File: src/rtl/uart_rx_oversample.sv
// Oversampling UART receiver: 2-flop synchronizer, tick prescaler, 3-sample majority vote per bit.
// Emits one rxDone per good frame plus single-cycle framing, parity and overrun flags.
//
// state  | meaning
// -------+---------------------------------------------------------------
// IDLE   | line idle, waiting for a falling edge on rxS
// START  | validating the start bit with a mid-bit majority vote
// DATA   | shifting in DATA_BITS payload bits, LSB first
// PARITY | sampling the parity bit and latching the mismatch flag
// STOP   | sampling the stop bit; good stop releases the byte
// BREAK  | stop bit was low; wait for the line to return high
module uart_rx_oversample #(
    parameter int DATA_BITS  = 8,
    parameter int OVERSAMPLE = 16,
    parameter int CLK_DIV    = 326,
    parameter int PARITY_EN  = 0,
    parameter int PARITY_ODD = 0
) (
    input  logic                 clk,
    input  logic                 reset,
    input  logic                 rx,
    input  logic                 full,
    output logic [DATA_BITS-1:0] toMem,
    output logic                 rxDone,
    output logic                 frameErr,
    output logic                 parityErr,
    output logic                 overrun,
    output logic                 busy
);

    localparam int TICK_W = (CLK_DIV > 1) ? $clog2(CLK_DIV) : 1;
    localparam int SAMP_W = $clog2(OVERSAMPLE);
    localparam int BIT_W  = $clog2(DATA_BITS);
    localparam int HALF   = OVERSAMPLE / 2;

    typedef enum logic [2:0] {
        IDLE   = 3'd0,
        START  = 3'd1,
        DATA   = 3'd2,
        PARITY = 3'd3,
        STOP   = 3'd4,
        BREAK  = 3'd5
    } stateT;

    stateT state;
    stateT nextState;

    logic                 rxMeta;
    logic                 rxS;
    logic                 rxPrev;
    logic                 fallEdge;
    logic [TICK_W-1:0]    tickCnt;
    logic                 tick;
    logic [SAMP_W-1:0]    sampleCnt;
    logic [1:0]           voteReg;
    logic                 voteBit;
    logic                 decide;
    logic [BIT_W-1:0]     bitCnt;
    logic [DATA_BITS-1:0] shiftReg;
    logic                 perrReg;
    logic                 doneStage;
    logic                 perrStage;
    logic                 ferrStage;

    logic                 enterStart;
    logic                 shiftEn;
    logic                 parityTake;
    logic                 stopGood;
    logic                 stopBad;

    assign fallEdge = rxPrev & ~rxS;
    assign tick     = (tickCnt == TICK_W'(CLK_DIV - 1));
    assign decide   = tick && (sampleCnt == SAMP_W'(HALF + 1));
    assign voteBit  = (voteReg[1] & voteReg[0]) | (voteReg[1] & rxS) | (voteReg[0] & rxS);

    always_ff @(posedge clk or negedge reset) begin
        if (!reset) begin
            state <= IDLE;
        end else begin
            state <= nextState;
        end
    end

    always_comb begin
        nextState = state;
        case (state)
            IDLE:    if (fallEdge) nextState = START;
            START:   if (decide) nextState = voteBit ? IDLE : DATA;
            DATA:    if (decide && (bitCnt == BIT_W'(DATA_BITS - 1)))
                         nextState = (PARITY_EN != 0) ? PARITY : STOP;
            PARITY:  if (decide) nextState = STOP;
            STOP:    if (decide) begin
                         if (!voteBit)     nextState = BREAK;
                         else if (fallEdge) nextState = START;
                         else              nextState = IDLE;
                     end
            BREAK:   if (rxS) nextState = IDLE;
            default: nextState = IDLE;
        endcase
    end

    // A start edge landing on the stop-bit decision cycle goes straight to START.
    always_comb begin
        busy       = (state != IDLE);
        enterStart = ((state == IDLE) && fallEdge) ||
                     ((state == STOP) && decide && voteBit && fallEdge);
        shiftEn    = (state == DATA) && decide;
        parityTake = (state == PARITY) && decide;
        stopGood   = (state == STOP) && decide && voteBit;
        stopBad    = (state == STOP) && decide && !voteBit;
    end

    always_ff @(posedge clk or negedge reset) begin
        if (!reset) begin
            rxMeta    <= 1'b1;
            rxS       <= 1'b1;
            rxPrev    <= 1'b1;
            tickCnt   <= '0;
            sampleCnt <= '0;
            voteReg   <= 2'b11;
            bitCnt    <= '0;
            shiftReg  <= '0;
            perrReg   <= 1'b0;
        end else begin
            rxMeta <= rx;
            rxS    <= rxMeta;
            rxPrev <= rxS;

            if (enterStart || tick) tickCnt <= '0;
            else                    tickCnt <= tickCnt + 1'b1;

            if (enterStart) begin
                sampleCnt <= '0;
            end else if (tick) begin
                if (sampleCnt == SAMP_W'(OVERSAMPLE - 1)) sampleCnt <= '0;
                else                                      sampleCnt <= sampleCnt + 1'b1;
            end

            if (tick && (sampleCnt == SAMP_W'(HALF - 1))) voteReg[1] <= rxS;
            if (tick && (sampleCnt == SAMP_W'(HALF)))     voteReg[0] <= rxS;

            if ((state == START) && decide) begin
                bitCnt  <= '0;
                perrReg <= 1'b0;
            end else if (shiftEn) begin
                bitCnt <= bitCnt + 1'b1;
            end

            if (shiftEn) shiftReg <= {voteBit, shiftReg[DATA_BITS-1:1]};
            if (parityTake) perrReg <= (^shiftReg) ^ voteBit ^ (PARITY_ODD != 0);
        end
    end

    // One staging flop so the status pulses do not depend on state that the next frame may reuse.
    always_ff @(posedge clk or negedge reset) begin
        if (!reset) begin
            doneStage <= 1'b0;
            perrStage <= 1'b0;
            ferrStage <= 1'b0;
            toMem     <= '0;
            rxDone    <= 1'b0;
            frameErr  <= 1'b0;
            parityErr <= 1'b0;
            overrun   <= 1'b0;
        end else begin
            doneStage <= stopGood;
            perrStage <= stopGood & perrReg;
            ferrStage <= stopBad;
            if (doneStage) toMem <= shiftReg;
            rxDone    <= doneStage;
            parityErr <= perrStage;
            overrun   <= doneStage & full;
            frameErr  <= ferrStage;
        end
    end

endmodule

File: config.mk
export PLATFORM = sky130hd
export DESIGN_NAME = uart_rx_oversample
export DESIGN_NICKNAME = d
export VERILOG_FILES = /design/src/rtl/uart_rx_oversample.sv
export SDC_FILE = /design/constraint.sdc
export NUM_CORES = 1
export LEC_CHECK = 0
export CORE_MARGIN = 2
export CORE_UTILIZATION = 47
export CTS_BUF_LIST = sky130_fd_sc_hd__clkbuf_4 sky130_fd_sc_hd__clkbuf_8
export DETAILED_ROUTE_END_ITERATION = 8
export PLACE_DENSITY = 0.75
export SLEW_MARGIN = 20
export SYNTH_ARGS = -nofsm -noshare
export SYNTH_HDL_FRONTEND = slang
export SYNTH_SLANG_ARGS = --single-unit
File: constraint.sdc
create_clock -name clk -period 4.1 [get_ports clk]
set_input_delay 0.82 -clock clk [delete_from_list [all_inputs] [get_ports clk]]
set_output_delay 0.82 -clock clk [all_outputs]
set_load 0.005 [all_outputs]
==> key figures <==
Status
  – Status: finished clean

Synth
  – Syn nets: 204
  – Largest family of logic cells by synthesized area: simple AND/OR/NAND/NOR gates
  – Dominant synthesized flop cell: dfrtp_1
  – Library cells used by synthesis: 42
  – Mux cell area share after synthesis: 10.2%
  – Mapped cell area: 2260 um^2
  – Synth top cells by count: dfrtp_1, nor2_1, nand3_1
  – Top cells by area, synth: dfrtp_1, dfstp_2, mux2_4, mux2_2, ha_1
  – Synth area leader: dfrtp_1
  – Post-synth EDFFs: 0
  – Compound-cell area share of the yosys netlist: 9.17%
  – Sequential-to-total area share from yosys stat: 53.3%
  – #FFs+latches synth: 48
  – Asr flop ratio synth: 100%
  – Yosys warnings: 0
  – Synth Area in Adders: 4.31%
  – Post-synthesis cell count: 193
  – Syn avg cell area: 11.7 um^2
  – Xor and xnor area share after synthesis: 6.41%
  – Top-count cell post-synth: dfrtp_1
  – Post-synth top area share: 47.5%
  – Simple-Gate Fraction of Synth Area: 13.3%

Setup path
  – Crit. End Element: output pin
  – WP data required: 3.28 ns
  – Setup crit start kind: flop
  – WS Path Type: reg2out
  – Worst-path cell chain: nor2_1 -> nand2_1 -> clkdlybuf4s50_1
  – Worst-path fanout max: 16
  – Reg-to-reg startpoint: tickCnt[1]$_DFF_PN0_
  – CP max stage cell: dfrtp_1
  – Worst reg2reg path endpoint: shiftReg[0]$_DFFE_PN0P_
  – Crit path DAT: 1.78 ns
  – Slowest stage delay, CP: 0.54 ns
  – Reg-to-reg slack, setup: 1.63 ns
  – Cells on worst reg2reg path: 6

STA
  – Setup TNS Final: 0 ns
  – Worst Hold Margin: 0.356 ns
  – # setup viols final: 0
  – Tcrit/Tclk final: 63.5%
  – Fin. Hold Viols: 0
  – Worst Max-Slew Pin Slew: 0.672 ns
  – Final Max Tran Viols: 0
  – Crit path time final: 2.60 ns
  – F_max: 384 MHz
  – Slew headroom: 54.9%
  – Skew final: 0.00878 ns
  – RSZ-0062 raised after global routing: no

Clock tree
  – CTS resizes: 0
  – CTS root buf: clkbuf_8
  – CTS Buffer Depth: 2
  – Cts bufs inserted: 5
  – CTS tree: built
  – Hold_buf cts: 0
  – Post-CTS setup buffers: 0
  – CTS sink count: 48
  – Clock Pin Slew Worst Setup and Hold Paths: 0.08 ns
  – H-tree levels: 2
  – Clk_lat worst skew: 0.30 ns

Place
  – Count of input and output buffers: 16
  – HPWL after DPL: 2.46 mm
  – Placer Congestion: 0.788
  – Placed insts: 254

Global routing
  – Tot GR Track Use: 15.2%
  – First-pass GRT wire length: 6.27 mm
  – Number of global-route vias before repair: 1352
  – Grt ovf: 0
  – Initial antenna violation count: 0
  – Largest net degree at the start of global routing: 49

Floorplanning
  – Die Y: 73.4 um
  – Die Wd: 73.4 um
  – I/O pin total: 17
  – Std-Cell Rows: 25
  – Initial core utilization: 48.3%
  – Die area: 5390 um^2
  – Core outline area: 4690 um^2

Drt
  – DRT Pass-1 Iters: 4
  – Routed vias/inst: 5.47
  – Drt drc: 0
  – Wirelength per Cell: 13.6 um
  – Drt total wl: 3.55 mm
  – Final ANT Viol Nets: 0
  – Vias after detailed routing: 1432
  – First DRT Iteration DRCs: 111

Power
  – Internal power: 694 uW
  – Psw: 251 uW
  – Clock Power Share: 28.9%
  – LEAKAGE: 1.17 nW
  – Switching Fraction: 26.6%
  – Seq pwr share: 59.3%
  – Logic pwr share: 11.7%
  – VDD IR-drop max: 0.000271 V
  – Power Density: 372 nW/um^2

Layout
  – Finished Layout Cells: 262
  – N_diodes: 0
  – Fin nets: 218
  – Area grow syn2layout: 12.2%
  – Layout cell share with drive strength beyond 1: 15.9%

Worst hold path
  – Hold Crit Depth: 0
  – Worst hold start: perrStage$_DFF_PN0_
  – WHS Endpoint: parityErr$_DFF_PN0_
  – Hold Path Class: reg2reg

Flow run
  – Max cap viols: 0
==> layout make-up <==
cell class	instances	area [um^2]
fillers	401	2150
flip-flops and latches	48	1210
multi-input cells	126	982
repair buffers	16	158
clock buffers	7	83.8
well taps	54	67.6
inverters	10	37.5
clock inverters	1	5.00
==> metal layers <==
layer	part of all wire, %	wire length, um	up-vias	global-route usage, %
met3	3.3	118	5	3.70
met4	1.4	51	0	6.06
li1	-	-	704	-
met2	48	1690	29	23.6
met1	48	1690	694	20.6
met5	0	0	-	0
==> kinds of logic after synthesis <==
kind of cell | Yosys count
adders and majority gates | 8
AOI/OAI and AO/OA | 31
buffers and inverters | 19
DFF | 48
muxes | 18
and+or+nand+nor | 54
xor gates and xnor gates | 15
==> power by group through the flow <==
stage / clock network, mW / registers (mW) / logic, mW
2_1_floorplan: 0 / 0.556 / 0.0854
3_3_place_gp: 0 / 0.567 / 0.108
3_5_place_dp: 0 / 0.570 / 0.113
4_1_cts: 0.285 / 0.561 / 0.114
5_1_grt: 0.303 / 0.568 / 0.135
6_report: 0.274 / 0.561 / 0.111
==> state kept, by name (all words and copies together), names as in the netlist, 2 cells and up <==
signal,flops
voteReg,2
tickCnt,9
state,3
bitCnt,3
shiftReg,8
sampleCnt,4
toMem,8
==> cells in the final DEF, fill, tap and decap left out, types with 2 or more instances in the layout <==
| cell type | Yosys | routed |
|---|---|---|
| o31a_1 | 2 | 2 |
| nor2_1 | 15 | 15 |
| xor2_1 | 6 | 6 |
| mux2_4 | 8 | 8 |
| nand3_1 | 11 | 11 |
| ha_1 | 7 | 7 |
| clkbuf_4 | 0 | 2 |
| a21oi_1 | 8 | 8 |
| dfstp_2 | 5 | 5 |
| o21ai_0 | 4 | 4 |
| or4_1 | 2 | 2 |
| o31ai_1 | 7 | 7 |
| mux2_2 | 9 | 9 |
| nor3_1 | 2 | 2 |
| nand2_1 | 8 | 8 |
| dfrtp_1 | 43 | 43 |
| nand4_1 | 3 | 3 |
| nand2b_1 | 2 | 2 |
| o211ai_1 | 3 | 3 |
| inv_1 | 10 | 10 |
| or3_1 | 2 | 2 |
| clkdlybuf4s50_1 | 0 | 15 |
| xnor2_1 | 8 | 8 |
| clkbuf_8 | 0 | 5 |
==> through the flow <==
stage / instance area [um^2] / setup WS (ns) / util [%] / power, mW
2_1_floorplan: 2260 / 2.01 / - / 0.642
3_3_place_gp: 2450 / 1.72 / 52.2 / 0.674
3_5_place_dp: 2450 / 1.64 / 52.2 / 0.683
4_1_cts: 2540 / 1.51 / 54.1 / 0.960
5_1_grt: 2540 / 1.33 / 54.2 / 1.01
6_report: 2540 / 1.50 / 54.2 / 0.945
==> critical path: cells and delay by family (launching register included) <==
family                 cells  cell delay, ns
AND/OR/NAND/NOR            2            0.49
buffers and inverters      1            0.46
flip-flops                 1            0.54
==> worst max-delay path by stage <==
stage / startpoint / end / slack, ns
final: state[0]$_DFFE_PN0P_ / busy / 1.50
after CTS: state[0]$_DFFE_PN0P_ / busy / 1.51
after global routing: state[0]$_DFFE_PN0P_ / busy / 1.33
after detailed placement: tickCnt[3]$_DFF_PN0_ / shiftReg[5]$_DFFE_PN0P_ / 1.64
after floorplan: tickCnt[1]$_DFF_PN0_ / shiftReg[0]$_DFFE_PN0P_ / 2.01
after global placement: tickCnt[1]$_DFF_PN0_ / shiftReg[3]$_DFFE_PN0P_ / 1.72
(Power assumes the default switching activity.)
